==> src/rtl/alu_defs.sv <==
// Shared ALU operation codes, MIPS opcode/funct constants and FSM encoding
// used by the issue engine, its decoder and the datapath ALU.
package alu_defs;

  localparam logic [3:0] ALU_AND     = 4'b0000;
  localparam logic [3:0] ALU_OR      = 4'b0001;
  localparam logic [3:0] ALU_NOR     = 4'b0010;
  localparam logic [3:0] ALU_ADD     = 4'b0011;
  localparam logic [3:0] ALU_SUB     = 4'b0100;
  localparam logic [3:0] ALU_SRL     = 4'b0101;
  localparam logic [3:0] ALU_SLL     = 4'b0110;
  localparam logic [3:0] ALU_LUI     = 4'b0111;
  localparam logic [3:0] ALU_DEFAULT = 4'b1111;

  localparam logic [5:0] OP_RTYPE = 6'h00;
  localparam logic [5:0] OP_BEQ   = 6'h04;
  localparam logic [5:0] OP_BNE   = 6'h05;
  localparam logic [5:0] OP_ADDI  = 6'h08;
  localparam logic [5:0] OP_ADDIU = 6'h09;
  localparam logic [5:0] OP_ANDI  = 6'h0C;
  localparam logic [5:0] OP_ORI   = 6'h0D;
  localparam logic [5:0] OP_LUI   = 6'h0F;
  localparam logic [5:0] OP_LW    = 6'h23;
  localparam logic [5:0] OP_SW    = 6'h2B;

  localparam logic [5:0] FN_SLL  = 6'h00;
  localparam logic [5:0] FN_SRL  = 6'h02;
  localparam logic [5:0] FN_ADD  = 6'h20;
  localparam logic [5:0] FN_ADDU = 6'h21;
  localparam logic [5:0] FN_SUB  = 6'h22;
  localparam logic [5:0] FN_SUBU = 6'h23;
  localparam logic [5:0] FN_AND  = 6'h24;
  localparam logic [5:0] FN_OR   = 6'h25;
  localparam logic [5:0] FN_NOR  = 6'h27;

  typedef enum logic [1:0] {
    ST_IDLE   = 2'd0,
    ST_DECODE = 2'd1,
    ST_EXEC   = 2'd2,
    ST_RESP   = 2'd3
  } state_t;

  typedef enum logic [1:0] {
    SEL_RT   = 2'd0,
    SEL_SEXT = 2'd1,
    SEL_ZEXT = 2'd2
  } imm_sel_t;

  typedef enum logic {
    DEST_RT = 1'b0,
    DEST_RD = 1'b1
  } dest_sel_t;

endpackage

==> src/rtl/alu_op_decoder.sv <==
// Combinational MIPS opcode/funct decoder producing the ALU operation and
// the writeback/branch controls for one instruction.
module alu_op_decoder
  import alu_defs::*;
(
  input  logic [5:0] opcode,
  input  logic [5:0] funct,
  output logic [3:0] alu_op,
  output imm_sel_t   imm_sel,
  output dest_sel_t  dest_sel,
  output logic       wr_en,
  output logic       is_beq,
  output logic       is_bne,
  output logic       illegal
);

  always_comb begin
    alu_op   = ALU_DEFAULT;
    imm_sel  = SEL_RT;
    dest_sel = DEST_RT;
    wr_en    = 1'b0;
    is_beq   = 1'b0;
    is_bne   = 1'b0;
    illegal  = 1'b0;
    case (opcode)
      OP_RTYPE: begin
        dest_sel = DEST_RD;
        wr_en    = 1'b1;
        case (funct)
          FN_ADD, FN_ADDU: alu_op = ALU_ADD;
          FN_SUB, FN_SUBU: alu_op = ALU_SUB;
          FN_AND:          alu_op = ALU_AND;
          FN_OR:           alu_op = ALU_OR;
          FN_NOR:          alu_op = ALU_NOR;
          FN_SLL:          alu_op = ALU_SLL;
          FN_SRL:          alu_op = ALU_SRL;
          default: begin
            wr_en   = 1'b0;
            illegal = 1'b1;
          end
        endcase
      end
      OP_ADDI, OP_ADDIU: begin
        alu_op  = ALU_ADD;
        imm_sel = SEL_SEXT;
        wr_en   = 1'b1;
      end
      OP_ANDI: begin
        alu_op  = ALU_AND;
        imm_sel = SEL_ZEXT;
        wr_en   = 1'b1;
      end
      OP_ORI: begin
        alu_op  = ALU_OR;
        imm_sel = SEL_ZEXT;
        wr_en   = 1'b1;
      end
      OP_LUI: begin
        alu_op  = ALU_LUI;
        imm_sel = SEL_ZEXT;
        wr_en   = 1'b1;
      end
      // Loads/stores only need the address; the memory stage owns the transfer.
      OP_LW, OP_SW: begin
        alu_op  = ALU_ADD;
        imm_sel = SEL_SEXT;
      end
      OP_BEQ: begin
        alu_op = ALU_SUB;
        is_beq = 1'b1;
      end
      OP_BNE: begin
        alu_op = ALU_SUB;
        is_bne = 1'b1;
      end
      default: illegal = 1'b1;
    endcase
  end

endmodule

==> src/rtl/alu_issue_ctrl.sv <==
// Multi-cycle issue engine: captures an instruction, drives the ALU, samples
// its result and presents a held writeback/branch response.
module alu_issue_ctrl
  import alu_defs::*;
#(
  parameter int DATA_WIDTH = 32,
  parameter int REG_AW     = 5
) (
  input  logic                  clk,
  input  logic                  reset,
  input  logic                  instr_valid,
  output logic                  instr_ready,
  input  logic [31:0]           instr,
  input  logic [DATA_WIDTH-1:0] rs_data,
  input  logic [DATA_WIDTH-1:0] rt_data,
  output logic [3:0]            alu_op,
  output logic [DATA_WIDTH-1:0] alu_a,
  output logic [DATA_WIDTH-1:0] alu_b,
  output logic [4:0]            alu_shamt,
  input  logic [DATA_WIDTH-1:0] alu_result,
  input  logic                  alu_zero,
  output logic                  res_valid,
  input  logic                  res_ready,
  output logic [DATA_WIDTH-1:0] res_data,
  output logic                  res_wr_en,
  output logic [REG_AW-1:0]     res_wr_addr,
  output logic                  branch_taken,
  output logic                  illegal
);

  state_t                state;
  logic [5:0]            op_q;
  logic [20:0]           low_q;
  logic [DATA_WIDTH-1:0] rs_q;
  logic [DATA_WIDTH-1:0] rt_q;

  logic [3:0]            dec_alu_op;
  imm_sel_t              dec_imm_sel;
  dest_sel_t             dec_dest_sel;
  logic                  dec_wr_en;
  logic                  dec_is_beq;
  logic                  dec_is_bne;
  logic                  dec_illegal;
  logic [DATA_WIDTH-1:0] operand_b;
  logic [4:0]            shamt_sel;
  logic [REG_AW-1:0]     dest_addr;

  // The rs field is not needed here: its value arrives already read on rs_data.
  logic unused_rs_field;
  assign unused_rs_field = ^instr[25:21];

  alu_op_decoder u_dec (
    .opcode   (op_q),
    .funct    (low_q[5:0]),
    .alu_op   (dec_alu_op),
    .imm_sel  (dec_imm_sel),
    .dest_sel (dec_dest_sel),
    .wr_en    (dec_wr_en),
    .is_beq   (dec_is_beq),
    .is_bne   (dec_is_bne),
    .illegal  (dec_illegal)
  );

  always_comb begin
    operand_b = rt_q;
    case (dec_imm_sel)
      SEL_SEXT: operand_b = {{(DATA_WIDTH-16){low_q[15]}}, low_q[15:0]};
      SEL_ZEXT: operand_b = {{(DATA_WIDTH-16){1'b0}}, low_q[15:0]};
      default:  operand_b = rt_q;
    endcase
  end

  assign shamt_sel = (dec_alu_op == ALU_SLL || dec_alu_op == ALU_SRL) ? low_q[10:6] : 5'd0;
  assign dest_addr = (dec_dest_sel == DEST_RD) ? low_q[15:11] : low_q[20:16];

  // IDLE capture stage: instruction and operands, data-only registers
  always_ff @(posedge clk) begin
    if (state == ST_IDLE && instr_valid) begin
      op_q  <= instr[31:26];
      low_q <= instr[20:0];
      rs_q  <= rs_data;
      rt_q  <= rt_data;
    end
  end

  always_ff @(posedge clk or negedge reset) begin
    if (!reset) begin
      state        <= ST_IDLE;
      instr_ready  <= 1'b1;
      res_valid    <= 1'b0;
      res_wr_en    <= 1'b0;
      branch_taken <= 1'b0;
      illegal      <= 1'b0;
      alu_op       <= ALU_DEFAULT;
      alu_a        <= '0;
      alu_b        <= '0;
      alu_shamt    <= '0;
      res_data     <= '0;
      res_wr_addr  <= '0;
    end else begin
      case (state)
        ST_IDLE: begin
          if (instr_valid) begin
            instr_ready <= 1'b0;
            state       <= ST_DECODE;
          end
        end
        ST_DECODE: begin
          alu_op       <= dec_alu_op;
          alu_a        <= rs_q;
          alu_b        <= operand_b;
          alu_shamt    <= shamt_sel;
          res_wr_addr  <= dest_addr;
          res_wr_en    <= dec_wr_en;
          illegal      <= dec_illegal;
          branch_taken <= 1'b0;
          if (dec_illegal) begin
            res_data  <= '0;
            res_valid <= 1'b1;
            state     <= ST_RESP;
          end else begin
            state <= ST_EXEC;
          end
        end
        // Decoder output stays valid here because the capture registers only load in IDLE.
        ST_EXEC: begin
          res_data     <= alu_result;
          branch_taken <= (dec_is_beq & alu_zero) | (dec_is_bne & ~alu_zero);
          res_valid    <= 1'b1;
          state        <= ST_RESP;
        end
        ST_RESP: begin
          if (res_ready) begin
            res_valid   <= 1'b0;
            instr_ready <= 1'b1;
            state       <= ST_IDLE;
          end
        end
        default: state <= ST_IDLE;
      endcase
    end
  end

endmodule

==> config.mk <==
export PLATFORM = sky130hd
export DESIGN_NAME = alu_issue_ctrl
export DESIGN_NICKNAME = d
export VERILOG_FILES = /design/src/rtl/alu_defs.sv /design/src/rtl/alu_op_decoder.sv /design/src/rtl/alu_issue_ctrl.sv
export SDC_FILE = /design/constraint.sdc
export NUM_CORES = 1
export LEC_CHECK = 0
export BUFFER_PORTS_ARGS = -buffer_cell sky130_fd_sc_hd__buf_2
export CAP_MARGIN = 20
export CELL_PAD_IN_SITES_DETAIL_PLACEMENT = 0
export CELL_PAD_IN_SITES_GLOBAL_PLACEMENT = 2
export CORE_MARGIN = 3
export CORE_UTILIZATION = 30
export CTS_CLUSTER_DIAMETER = 120
export DETAILED_ROUTE_END_ITERATION = 7
export PLACE_DENSITY = 0.79
export SLEW_MARGIN = 0
export SYNTH_ARGS = -nofsm -noshare
export SYNTH_HDL_FRONTEND = slang
export SYNTH_SLANG_ARGS = --single-unit
==> constraint.sdc <==
create_clock -name clk -period 8.68 [get_ports clk]
set_input_delay 1.736 -clock clk [delete_from_list [all_inputs] [get_ports clk]]
set_output_delay 1.736 -clock clk [all_outputs]
set_load 0.1 [all_outputs]
==> flow_summary.yaml <==
status:
  outcome: "finished clean"
logic_synthesis:
  yosysTopAreaCell: "dfrtp_1"
  synth_top_family_by_area: "compound AO/OA/AOI/OAI gates"
  synth_fa_ha_area_share_pct: 0.971
  netlist_instances: 533
  yosysSeqAreaShare_pct: 73.3
  yosys-top-cells-area: "dfrtp_1 (36%), edfxtp_1 (35%), mux2_2 (4.8%), a22o_1 (3.7%), a21oi_1 (2.5%)"
  netlist_top_cells_count: "dfrtp_1 (112), edfxtp_1 (91), nor2_1 (48)"
  ys_types: 49
  synthSimpleGateAreaFrac_pct: 6.61
  synthMuxAreaShare_pct: 5.07
  yosys.area_share.xor_xnor_pct: 0.227
  yosysWarnings: 0
  yosys.area.top_type_share_pct: 36.3
  synthFlopType: "dfrtp_1"
  synth_enable_flop_cells: 91
  synth_compound_area_share_pct: 11.3
  syn_area_um2: 7730
  syn-num-nets: 672
  ys_seq_elements: 208
  synth_most_common_cell: "dfrtp_1"
  async_flop_share_pct: 56.3
  syn_area_per_cell_um2: 14.5
worst_setup_path:
  start_kind: "register"
  worstPathMaxFanout: 2
  worstPathRequired_ns: 6.94
  cp_top_family: "flip-flops"
  path_buf_inv: 1
  end_kind: "output pin"
  cp.arrival_ns: 1.49
  slowest_stage: "dfstp_2"
  critical_path_class: "reg2out"
  worst_path_largest_cell_delay_ns: 0.53
  path_cells: "buf_2"
clocking:
  clock-sinks: 208
  clockBufferDepth: 3
  ctsResizeCount: 0
  cts_tree: "yes"
  post_cts_buffers: 0
  cts-root-buf: "clkbuf_16"
  htree_levels: 1
  clkLatencyLatePin_ns: 0.52
  clk_pin_slew_ns: 0.06
  ctsHoldBuffers: 0
  numCtsBuffers: 25
cells_and_area:
  syn2layout_area_growth_pct: 31.7
  nets: 918
  antenna_cells: 0
  final_util_pct: 40.3
  layout-drive-gt1-share_pct: 42.0
  finalInstanceArea_um2: 10200
timing:
  rsz0062_at_grt: "no"
  timing.final.crit_share_pct: 37.1
  maxSlewHeadroom_pct: 45.6
  finalMaxSlewViolations: 0
  fin_setup_tns_ns: 0
  setup_violations: 0
  finClkSkew_ns: 0.0127
  worstMarginPinSlew_ns: 0.817
  fmax_mhz: 310
  hold_viol_final: 0
  layout_min_cycle_time_ns: 3.22
  whs_ns: 0.473
drt:
  routed_wl_um: 19600
  ant_nets: 0
  firstDrtPassIters: 4
  drt_drc_violations_left: 0
  route.vias.total: 5123
  wl_per_cell_um: 17.4
  initialDrtViolationCount: 245
  routed_via_density: 4.54
global_routing:
  grt_usage_pct: 13.8
  grt_pass1_vias: 5358
  grt_overflow: 0
  grt_max_degree: 63
  antenna_found_initial: 1
  grt_pass1_wl_um: 31300
floorplan:
  fp.dieArea_um2: 27700
  core_area_um2: 25300
  die_h_um: 167
  start_util_pct: 30.6
  die_w_um: 167
  row_count: 58
  io_pins: 248
worst_hold_path:
  hp-class: "reg2reg"
placed_design:
  io_buffers: 242
  dpl.hpwl_um: 13000
  place_area_um2: 9310
  gp_congestion: 0.753
run:
  drv_cap: 0
==> placed cells by master (no fill, tap or decap), types with 2 or more instances in the layout <==
cell	instances
a21oi_1	39
dfrtp_1	112
ha_1	5
nor3b_1	2
mux2_2	33
clkbuf_8	3
buf_4	7
nor3_1	5
bufinv_16	4
nand4_1	2
nand4b_1	3
nor2_1	48
o32ai_1	5
a31oi_1	7
nor2b_1	3
o21ai_0	4
buf_2	241
edfxtp_1	91
clkbuf_1	5
nand3_1	2
o22a_1	2
nand2b_1	4
nand2_1	32
clkbuf_16	25
mux2i_1	2
and3_1	2
inv_1	18
clkinv_2	5
o21a_1	4
a22oi_1	16
xnor2_1	2
dfstp_2	5
a22o_1	33
==> path summary, 6_finish.rpt <==
check                                 startpoint  cells past startpoint                    endpoint  slack [ns]
min in group asynchronous                  reset                      1  res_wr_addr[4]$_DFFE_PN0N_        1.18
min                           rs_q[11]$_DFFE_PP_                      1       alu_a[11]$_DFFE_PN0N_        0.47
min reg2reg                   rs_q[11]$_DFFE_PP_                      1       alu_a[11]$_DFFE_PN0N_        0.47
max                        alu_op[0]$_DFFE_PN1N_                      1                   alu_op[0]        5.46
max reg2reg                    op_q[1]$_DFFE_PP_                      7       alu_b[19]$_DFFE_PN0N_        5.83
max in group asynchronous                  reset                      2       alu_b[16]$_DFFE_PN0N_        6.30
==> per-layer routing <==
layer	part of all wire (%)	vias up	GRT usage (%)
met5	0.056	-	0
met4	2.5	2	3.30
met3	7.8	32	4.46
met2	46	180	21.8
met1	44	2456	18.6
li1	-	2453	-
==> state kept, by name, indices dropped and copies added, names as in the netlist <==
| register | count |
|---|---|
| instr_ready | 1 |
| res_wr_en | 1 |
| alu_shamt | 5 |
| res_data | 32 |
| alu_b | 32 |
| branch_taken | 1 |
| illegal | 1 |
| res_wr_addr | 5 |
| rs_q | 32 |
| alu_op | 4 |
| res_valid | 1 |
| low_q | 21 |
| alu_a | 32 |
| op_q | 6 |
| rt_q | 32 |
| state | 2 |
==> layout make-up <==
cell class,instances,area [µm²]
multi-input combinational,277,1890
clock buffer,33,686
inverter,18,67.6
timing repair buffer,249,1270
fill,2429,15100
clock inverter,13,185
tap,330,413
sequential,208,5670
==> kinds of logic after synthesis <==
kind of cell / after synthesis
adders and majority gates: 6
buffers and inverters: 48
muxes: 35
DFF: 208
AOI/OAI and AO/OA: 122
and+or+nand+nor: 112
xor gates and xnor gates: 2
==> through the flow <==
stage          worst slack (ns)  instances
6_report                   5.46       1128
5_1_grt                    5.40       1128
4_1_cts                    5.42       1128
3_5_place_dp               5.08       1082
3_3_place_gp               5.12       1082
2_1_floorplan              4.37        533
==> worst register-to-register path, delay by kind of cell, from the launching register on <==
family,cells,cell delay [ns]
and+or+nand+nor,2,0.60
DFF,1,0.55
adders and majority gates,1,0.29
AOI/OAI and AO/OA,3,0.89
buffers and inverters,1,0.37
Power is left out: the tool's default activity adds up to more than one toggle a clock period on the data nets, which glitch-free logic cannot reach.
